### src/rtl/priority_arbiter8.sv
// 8-requester arbiter: grants one owner at a time and holds until done, request drop or hold budget.
// Optional build macro ROUND_ROBIN_EN switches fixed priority (req[7] highest) to a rotating pointer.
module priority_arbiter8 #(
  parameter int unsigned MAX_HOLD = 16
) (
  input  logic       clk,
  input  logic       rst_n,
  input  logic [7:0] req,
  input  logic       done,
  output logic [7:0] gnt,
  output logic [2:0] gnt_idx,
  output logic       gnt_valid,
  output logic       idle,
  output logic       timeout
);

  localparam logic [1:0] ST_IDLE    = 2'd0;
  localparam logic [1:0] ST_BUSY    = 2'd1;
  localparam logic [1:0] ST_RELEASE = 2'd2;

  localparam logic [7:0] HOLD_LIMIT = 8'(MAX_HOLD - 1);
  localparam logic [7:0] HOLD_MAX   = 8'(MAX_HOLD);

  logic [1:0] state_r, state_s;
  logic [7:0] hold_cnt_r, hold_cnt_s;
  logic [7:0] gnt_r, gnt_s;
  logic [2:0] gnt_idx_r, gnt_idx_s;
  logic       gnt_valid_r, gnt_valid_s;
  logic       idle_r, idle_s;
  logic       timeout_r, timeout_s;
  logic [2:0] win_s;
  logic       at_limit_s;
  logic       end_s;

  // Highest set bit wins; later iterations overwrite earlier ones.
  function automatic logic [2:0] enc_fixed(input logic [7:0] r);
    logic [2:0] idx;
    idx = 3'd0;
    for (int i = 0; i < 8; i++) begin
      if (r[i]) idx = 3'(i);
    end
    return idx;
  endfunction

`ifdef ROUND_ROBIN_EN
  logic [2:0] ptr_r;

  // Search downward from the pointer, wrapping mod 8; first hit wins.
  function automatic logic [2:0] enc_rr(input logic [7:0] r, input logic [2:0] p);
    logic [2:0] idx;
    logic [2:0] cand;
    logic       found;
    idx   = 3'd0;
    found = 1'b0;
    for (int i = 0; i < 8; i++) begin
      cand = p - 3'(i);
      if (!found && r[cand]) begin
        idx   = cand;
        found = 1'b1;
      end
    end
    return idx;
  endfunction

  // Pointer moves just below the finishing owner so it ranks last next round.
  always_ff @(posedge clk) begin
    if (!rst_n) begin
      ptr_r <= 3'd7;
    end else if (state_r == ST_BUSY && end_s) begin
      ptr_r <= gnt_idx_r - 3'd1;
    end else begin
      ptr_r <= ptr_r;
    end
  end

  assign win_s = enc_rr(req, ptr_r);
`else
  assign win_s = enc_fixed(req);
`endif

  assign at_limit_s = (hold_cnt_r == HOLD_LIMIT);
  assign end_s      = done | ~req[gnt_idx_r] | at_limit_s;

  // Next-state and next-output computation for the IDLE/BUSY/RELEASE machine.
  always_comb begin
    state_s     = state_r;
    hold_cnt_s  = hold_cnt_r;
    gnt_s       = gnt_r;
    gnt_idx_s   = gnt_idx_r;
    gnt_valid_s = gnt_valid_r;
    timeout_s   = 1'b0;
    case (state_r)
      ST_IDLE: begin
        if (req != 8'h00) begin
          state_s     = ST_BUSY;
          hold_cnt_s  = 8'd0;
          gnt_s       = 8'h01 << win_s;
          gnt_idx_s   = win_s;
          gnt_valid_s = 1'b1;
        end else begin
          state_s     = ST_IDLE;
          gnt_s       = 8'h00;
          gnt_idx_s   = 3'd0;
          gnt_valid_s = 1'b0;
        end
      end
      ST_BUSY: begin
        if (end_s) begin
          state_s     = ST_RELEASE;
          hold_cnt_s  = 8'd0;
          gnt_s       = 8'h00;
          gnt_idx_s   = 3'd0;
          gnt_valid_s = 1'b0;
          // Only a pure budget expiry counts as a forced revoke.
          timeout_s   = at_limit_s & ~done & req[gnt_idx_r];
        end else if (hold_cnt_r == HOLD_MAX) begin
          hold_cnt_s  = hold_cnt_r;
        end else begin
          hold_cnt_s  = hold_cnt_r + 8'd1;
        end
      end
      ST_RELEASE: begin
        state_s     = ST_IDLE;
        gnt_s       = 8'h00;
        gnt_idx_s   = 3'd0;
        gnt_valid_s = 1'b0;
      end
      default: begin
        state_s     = ST_IDLE;
        hold_cnt_s  = 8'd0;
        gnt_s       = 8'h00;
        gnt_idx_s   = 3'd0;
        gnt_valid_s = 1'b0;
      end
    endcase
    idle_s = (state_s == ST_IDLE);
  end

  // State and output registers with synchronous active-low reset.
  always_ff @(posedge clk) begin
    if (!rst_n) begin
      state_r     <= ST_IDLE;
      hold_cnt_r  <= 8'd0;
      gnt_r       <= 8'h00;
      gnt_idx_r   <= 3'd0;
      gnt_valid_r <= 1'b0;
      idle_r      <= 1'b1;
      timeout_r   <= 1'b0;
    end else begin
      state_r     <= state_s;
      hold_cnt_r  <= hold_cnt_s;
      gnt_r       <= gnt_s;
      gnt_idx_r   <= gnt_idx_s;
      gnt_valid_r <= gnt_valid_s;
      idle_r      <= idle_s;
      timeout_r   <= timeout_s;
    end
  end

  assign gnt       = gnt_r;
  assign gnt_idx   = gnt_idx_r;
  assign gnt_valid = gnt_valid_r;
  assign idle      = idle_r;
  assign timeout   = timeout_r;

endmodule

### config.mk
export PLATFORM = sky130hd
export DESIGN_NAME = priority_arbiter8
export DESIGN_NICKNAME = d
export VERILOG_FILES = /design/src/rtl/priority_arbiter8.sv
export SDC_FILE = /design/constraint.sdc
export NUM_CORES = 1
export LEC_CHECK = 0
export CAP_MARGIN = 0
export CORE_MARGIN = 3
export CORE_UTILIZATION = 45
export DETAILED_ROUTE_END_ITERATION = 8
export MAX_ROUTING_LAYER = met4
export PLACE_DENSITY = 0.72
export SLEW_MARGIN = 20
export SYNTH_ARGS = -nofsm -noshare
export SYNTH_HDL_FRONTEND = slang
export SYNTH_SLANG_ARGS = --single-unit
### constraint.sdc
create_clock -name clk -period 2.1 [get_ports clk]
set_clock_uncertainty 0.05 [all_clocks]
set_input_delay 0.63 -clock clk [delete_from_list [all_inputs] [get_ports clk]]
set_output_delay 0.63 -clock clk [all_outputs]
set_load 0.05 [all_outputs]
==> impl_metrics.yaml <==
final_layout:
  final_nets: 199
  drive_gt1_frac: 0.3081
  stdcell_count: 215
  antenna_cells: 0
  area_growth_pct: 41.59
power_and_ir_drop:
  p_per_area_mw_per_mm2: 652.4
  seqPwrFrac: 0.445
  p_leak_uw: 0.0007946
  p_int_uw: 805.8
  clock_power_share: 0.289
  power.switching_uw: 328.1
  ir_drop_uv: 639.6
  p_sw_frac: 0.2893
  power_frac_comb: 0.266
global_route:
  globalRouteMet2Util: 0.3548
  grt_pass1_vias: 1216
  top_usage_layer: "met2"
  grt_max_degree: 15
  grt_use_met1: 0.2620
  overflow: 0
  gr-usage-all-layers: 0.2119
  antenna_found_initial: 0
  grt_pass1_wl_mm: 5.423
  grt_util_met3: 0.04009
die:
  pin_count: 25
  dieArea_mm2: 0.003390
  core_area_mm2: 0.002545
  initial_core_util: 0.4823
  die_y_um: 58.23
  fp.dieW_um: 58.23
  rows: 18
clock_network:
  hold_buffers: 0
  numCtsBuffers: 3
  clock_path_buffers: 2
  clock-sinks: 24
  worst_skew_pair.late_latency_ns: 0.31
  cts_tree: "done"
  clk_pin_slew_ns: 0.12
  clockRootBuffer: "clkbuf_4"
  cts_max_level: 1
detailed_routing:
  drt_iter0_drc: 66
  post-route-drc-count: 0
  dr.pass1.iters: 4
  wl_per_cell_um: 15.40
  routed_via_density: 5.837
  dr_total_vias: 1255
  ant_nets: 0
  totalWireLength_mm: 3.310
synth:
  synth_area_mm2: 0.001227
  synth_ff_type: "dfxtp_1"
  ys_types: 41
  synth-edff-count: 0
  syn-num-nets: 153
  ys_ff_latch: 24
  ys_async_sr_fraction: 0
  synth_area_per_cell_um2: 8.767
  synthCells: 140
  ys_warn_count: 0
  synth_seq_area_share: 0.3914
min_path:
  hp-class: "flip-flop to flip-flop"
job:
  drv_cap: 0
timing:
  rsz0062_at_grt: "no"
  tightest_slew_ns: 0.4194
  fin_ws_ns: 0.08700
  fmax_mhz: 496.8
  relSlewSlack: 0.7194
  whs_ns: 0.4135
  setup_viol: 0
  slew_viol_final: 0
  finalHoldViolations: 0
  period_needed_ns: 2.013
  period_share: 0.9586
critical_path:
  cp_cell_sequence: "dlygate4sd2_1, or4_4, o21a_4, a211oi_4, buf_6, a211o_1"
  required_ns: 2.31
  critical_path_class: "input pin to flip-flop"
  critPathLaunchType: "input pin"
  cp.arrival_ns: 2.22
  critical_path_peak_fanout: 6
  cp-end-kind: "flip-flop"
  crit_path_top_delay_cell: "or4_4"
  cpPeakStageDelay_ns: 0.55
placed_design:
  hpwl_mm: 2.403
  place_ws_ns: -0.5008
  dp_cells: 208
  globalplace.congestion: 0.8667
  io_buffers: 24
run_status:
  status: "complete, no violations"
==> area by class of cell <==
cell class	instances	area, µm²
clock buffer	3	22.52
multi-input combinational	104	734.5
clock inverter	1	30.03
fill	205	807.0
tap	30	37.54
timing repair buffer	47	406.6
sequential	24	484.2
inverter	6	22.52
==> flip-flops by register name (all words and copies together) (netlist names) <==
signal / flops
gnt: 8
hold_cnt_r: 8
gnt_idx: 3
gnt_valid: 1
timeout: 1
idle: 1
state_r: 2
==> cells in the mapped netlist, types with 2 or more instances <==
master	number	area, µm²
and4b_1	2	20.02
buf_4	2	15.01
a22oi_1	4	30.03
a21oi_1	8	40.04
inv_1	6	22.52
nor4_1	2	12.51
nand3_1	6	30.03
nand2_1	12	45.04
mux2i_1	4	40.04
clkbuf_1	2	7.510
o21ai_1	2	10.01
or4_1	2	15.01
nor3_1	7	35.03
nand3b_1	2	15.01
ha_1	2	25.02
dfxtp_1	24	480.5
a211o_1	6	52.55
nor2b_1	4	25.02
and4_1	5	43.79
a32oi_1	2	17.52
nor2_1	15	56.30
o21bai_1	2	15.01
==> metal layers <==
layer  share of wire  vias to the layer above
met5               0                        -
met4          0.0066                        0
met3           0.067                        2
met2            0.50                       57
met1            0.43                      583
li1                -                      613
==> cell usage in the layout, fill, tap and decap left out, types with 3 or more instances in the layout <==
cell | netlist | layout
mux2i_1 | 4 | 3
nor2b_1 | 4 | 4
a21oi_1 | 8 | 8
nor2_1 | 15 | 15
nor3_1 | 7 | 6
clkbuf_4 | 0 | 3
and4_1 | 5 | 5
nand2_1 | 12 | 12
inv_1 | 6 | 6
a211o_1 | 6 | 6
dlygate4sd2_1 | 0 | 4
buf_4 | 2 | 33
dfxtp_1 | 24 | 21
buf_6 | 1 | 3
a22oi_1 | 4 | 4
nand3_1 | 6 | 5
dlymetal6s2s_1 | 0 | 4
dfxtp_2 | 0 | 3
==> what timing repair did <==
item	in CTS	in global routing
pin swaps	3	5
endpoints found under the setup margin	9	12
setup buffers	2	1
gates resized for setup	11	9
==> per-stage QoR <==
step | utilization | setup TNS (ns) | area [µm²] | power, µW
6_report | 0.6829 | 0 | 1738 | 1134
5_1_grt | 0.6829 | 0 | 1738 | 1187
4_1_cts | 0.6706 | 0 | 1707 | 1130
3_5_place_dp | 0.6308 | -7.791 | 1605 | 787.1
3_3_place_gp | 0.6308 | -7.114 | 1605 | 779.4
2_1_floorplan | - | 0 | 1239 | 674.0
==> kinds of logic (layout without fill, tap and decap cells) <==
kind of cell	count (synthesis)	count (layout)	synth area share
AND/OR/NAND/NOR	64	64	0.2905
AO/OA/AOI/OAI	33	33	0.2059
flip-flops	24	24	0.3914
buffers and inverters	12	57	0.04994
multiplexers	5	5	0.04179
adder cells (fa/ha/maj)	2	2	0.02038
==> worst max-delay path: cells and delay by family <==
| family | cells | cell delay [ns] |
|---|---|---|
| AND/OR/NAND/NOR | 1 | 0.55 |
| buffers and inverters | 2 | 0.41 |
| AO/OA/AOI/OAI | 3 | 0.63 |
==> power by group through the flow <==
stage               logic (µW)  clock network, µW  registers [µW]
global placement           270                  0             509
detailed placement         275                  0             512
floorplan                  118                  0             556
finish                     302                327             505
global route               319                359             508
CTS                        291                337             503
==> final timing paths <==
path / start / end / slack [ns] / cells after the start
min: gnt[3]$_SDFFE_PN0P_ / gnt[3]$_SDFFE_PN0P_ / 0.41 / 2
min reg2reg: gnt[3]$_SDFFE_PN0P_ / gnt[3]$_SDFFE_PN0P_ / 0.41 / 2
max reg2reg: hold_cnt_r[0]$_SDFFE_PN0P_ / hold_cnt_r[5]$_SDFFE_PN0P_ / 0.13 / 6
max: req[1] / hold_cnt_r[3]$_SDFFE_PN0P_ / 0.09 / 6
Note: power is estimated with default switching activity, not from simulation.
==> RTL change (same flow settings) <==
Change the parameter `MAX_HOLD` from 16 to 12.
--- a/src/rtl/priority_arbiter8.sv
+++ b/src/rtl/priority_arbiter8.sv
@@ -1,7 +1,7 @@
 // 8-requester arbiter: grants one owner at a time and holds until done, request drop or hold budget.
 // Optional build macro ROUND_ROBIN_EN switches fixed priority (req[7] highest) to a rotating pointer.
 module priority_arbiter8 #(
-  parameter int unsigned MAX_HOLD = 16
+  parameter int unsigned MAX_HOLD = 12
 ) (
   input  logic       clk,
   input  logic       rst_n,
Formal check against the unedited RTL: same outputs for any inputs over 10 cycles, from zero or initial values and one cycle with rst_n low; that may be too few to reach the edited logic, so the function may still have changed.
==> RTL change against the original RTL <==
Synthesized area is 2.0% higher; power is 3.5% lower; design area is 3.0% higher; register-to-register slack better by 0.07 ns; utilization is 1.4 points higher; via count is 6.5% higher; sequential cell count stayed put; count of clock-buffer cells in the layout is 1 higher; critical endpoint is now gnt_idx[0]; first-iteration DRC count is 3.0% higher; synthesized cell count is 8.6% higher; setup slack worse by 0.069 ns; routed wire length is 9.5% higher.
==> RTL change: results (changes against the original RTL) <==
Worst Hold Class=register to register; gpl congestion=0.8580 (-1.0%); Worst path slowest cell=clkdlybuf4s50_1; met3 usage=1.974% (-2.0 points); layout cells sized above 1=28.86% (-2.0 points); M2 GR Usage=32.02% (-3.5 points); Reg clk slew, reported paths=0.14 ns (+0.02 ns); pre-CTS setup slack=-0.3164 ns (+0.1844 ns); f_max=480.3 MHz (-3.3%); Worst-Skew Late Latency=0.32 ns; clock tree buffer depth=2 (unchanged); Area contributors post-synth=dfxtp_1 (38%), nand3_1 (6.4%), nand4_1 (6.0%), a21oi_1 (4.8%), nor2_1 (3.9%); Synth cell types=40 (-2.4%); Via density=5.788 (-0.85%); # port buffers=24 (unchanged); Post-DP HPWL=2414 um (+0.44%); measured slew at the worst slew-check pin=0.3944 ns (-0.02495 ns); Die Span X=58.76 um (+0.91%); hold wc startpoint=gnt[6]; Main synth FF type=dfxtp_1; n_diodes=0 (unchanged); Global Route Usage Sum=21.16% (-0.032 points); Hold Path Depth=2 (unchanged); initial antenna violation count=0 (unchanged); cts bufs inserted=3 (unchanged); Initial DRC Count=68 (+3.0%); Hold WS=0.4358 ns (+0.02228 ns); Async S/R FF share, synth=0% (unchanged); Leak Pwr=0.7837 nW (-1.4%); status=finished, final reports clean; met3 wire len=212 um (-4.5%); R2R depth=7 (+1); M1 GR Usage=29.25% (+3.0 points); largest net degree at the start of global routing=29 (+14); most frequent cells after synthesis=dfxtp_1 (24), nand3_1 (16), nor2_1 (13); first-pass GRT wire length=5554 um (+2.4%); Synth Net Count=165 (+7.8%); Arrival @ worst endpoint=2.29 ns (+0.07 ns); Switching Power=0.0003577 W (+9.0%); DR top layer=met4; FF-to-FF setup slack=0.20 ns (+0.07 ns); TritonRoute pass-1 iters=4 (unchanged); Final #Nets=215 (+8.0%); final WL=3626 um (+9.5%); routed metal-1 wirelength=1741 um (+24%); Hold EP=gnt[6]; CP Max Fanout=7 (+1); CTS H-tree lvls=1 (unchanged); CTS Root Cell=clkbuf_4; number of global-route vias before repair=1245 (+2.4%); VDD IR max=0.0004587 V (-28%); sequential fraction of the synthesis area=38.36% (-0.78 points); CP delay by family, top=buffers and inverters; # fillers=213 (+3.9%); met2 wire len=1630 um (-1.5%); FF-to-FF End=gnt[7]; YS warnings=0 (unchanged); Reg-to-Reg Start=gnt_idx[1]; crit-path max cell delay=0.53 ns (-0.02 ns)
[RTL change: worst max path at each step]
| stage | from | to | cells past startpoint |
|---|---|---|---|
| detailed placement | req[3] | gnt[7] | 7 |
| finish | req[5] | gnt_idx[0] | 8 |
| floorplan | gnt_idx[1] | gnt_idx[1] | 6 |
| global route | req[5] | hold_cnt_r[7] | 8 |
| CTS | req[7] | hold_cnt_r[7] | 7 |
| global placement | req[7] | hold_cnt_r[1] | 7 |
[RTL change: power by group through the flow]
| stage | registers [W] | clock network, W | logic, W |
|---|---|---|---|
| final | 0.000497 | 0.000253 | 0.000344 |
| after global routing | 0.000501 | 0.000271 | 0.000367 |
| after CTS | 0.000497 | 0.000254 | 0.000296 |
| after detailed placement | 0.000507 | 0 | 0.000295 |
| after global placement | 0.000505 | 0 | 0.000289 |
| after floorplan | 0.000556 | 0 | 0.000127 |
[RTL change: what timing repair did]
item	CTS	global route
setup buffers	0	2
resized for setup	0	14
setup endpoints to repair	0	19
[RTL change: cell type report]
class	count	area [sq um]	area share, %
flip-flops and latches	24	481.7	26.90
inverters	8	30.03	1.677
multi-input cells	114	728.2	40.67
repair buffers	51	476.7	26.62
well taps	30	37.54	2.096
clock buffers	4	36.28	2.027
[RTL change: stage by stage]
step	std cells	cell area (sq um)	TNS [ns]
finish	231	1790	0
global route	231	1790	-0.2175
CTS	227	1677	0
detailed placement	223	1640	-5.952
global placement	223	1640	-5.184
floorplan	152	1254	0
[RTL change: cells by family (layout without fill, tap and decap cells)]
| group | Yosys count | after routing | synth area share, % |
|---|---|---|---|
| compound gates | 37 | 37 | 19.78 |
| fa+ha+maj | 2 | 2 | 1.998 |
| buf+inv | 14 | 63 | 5.694 |
| flops | 24 | 24 | 38.36 |
| mux | 4 | 4 | 3.397 |
| simple gates | 71 | 71 | 30.77 |
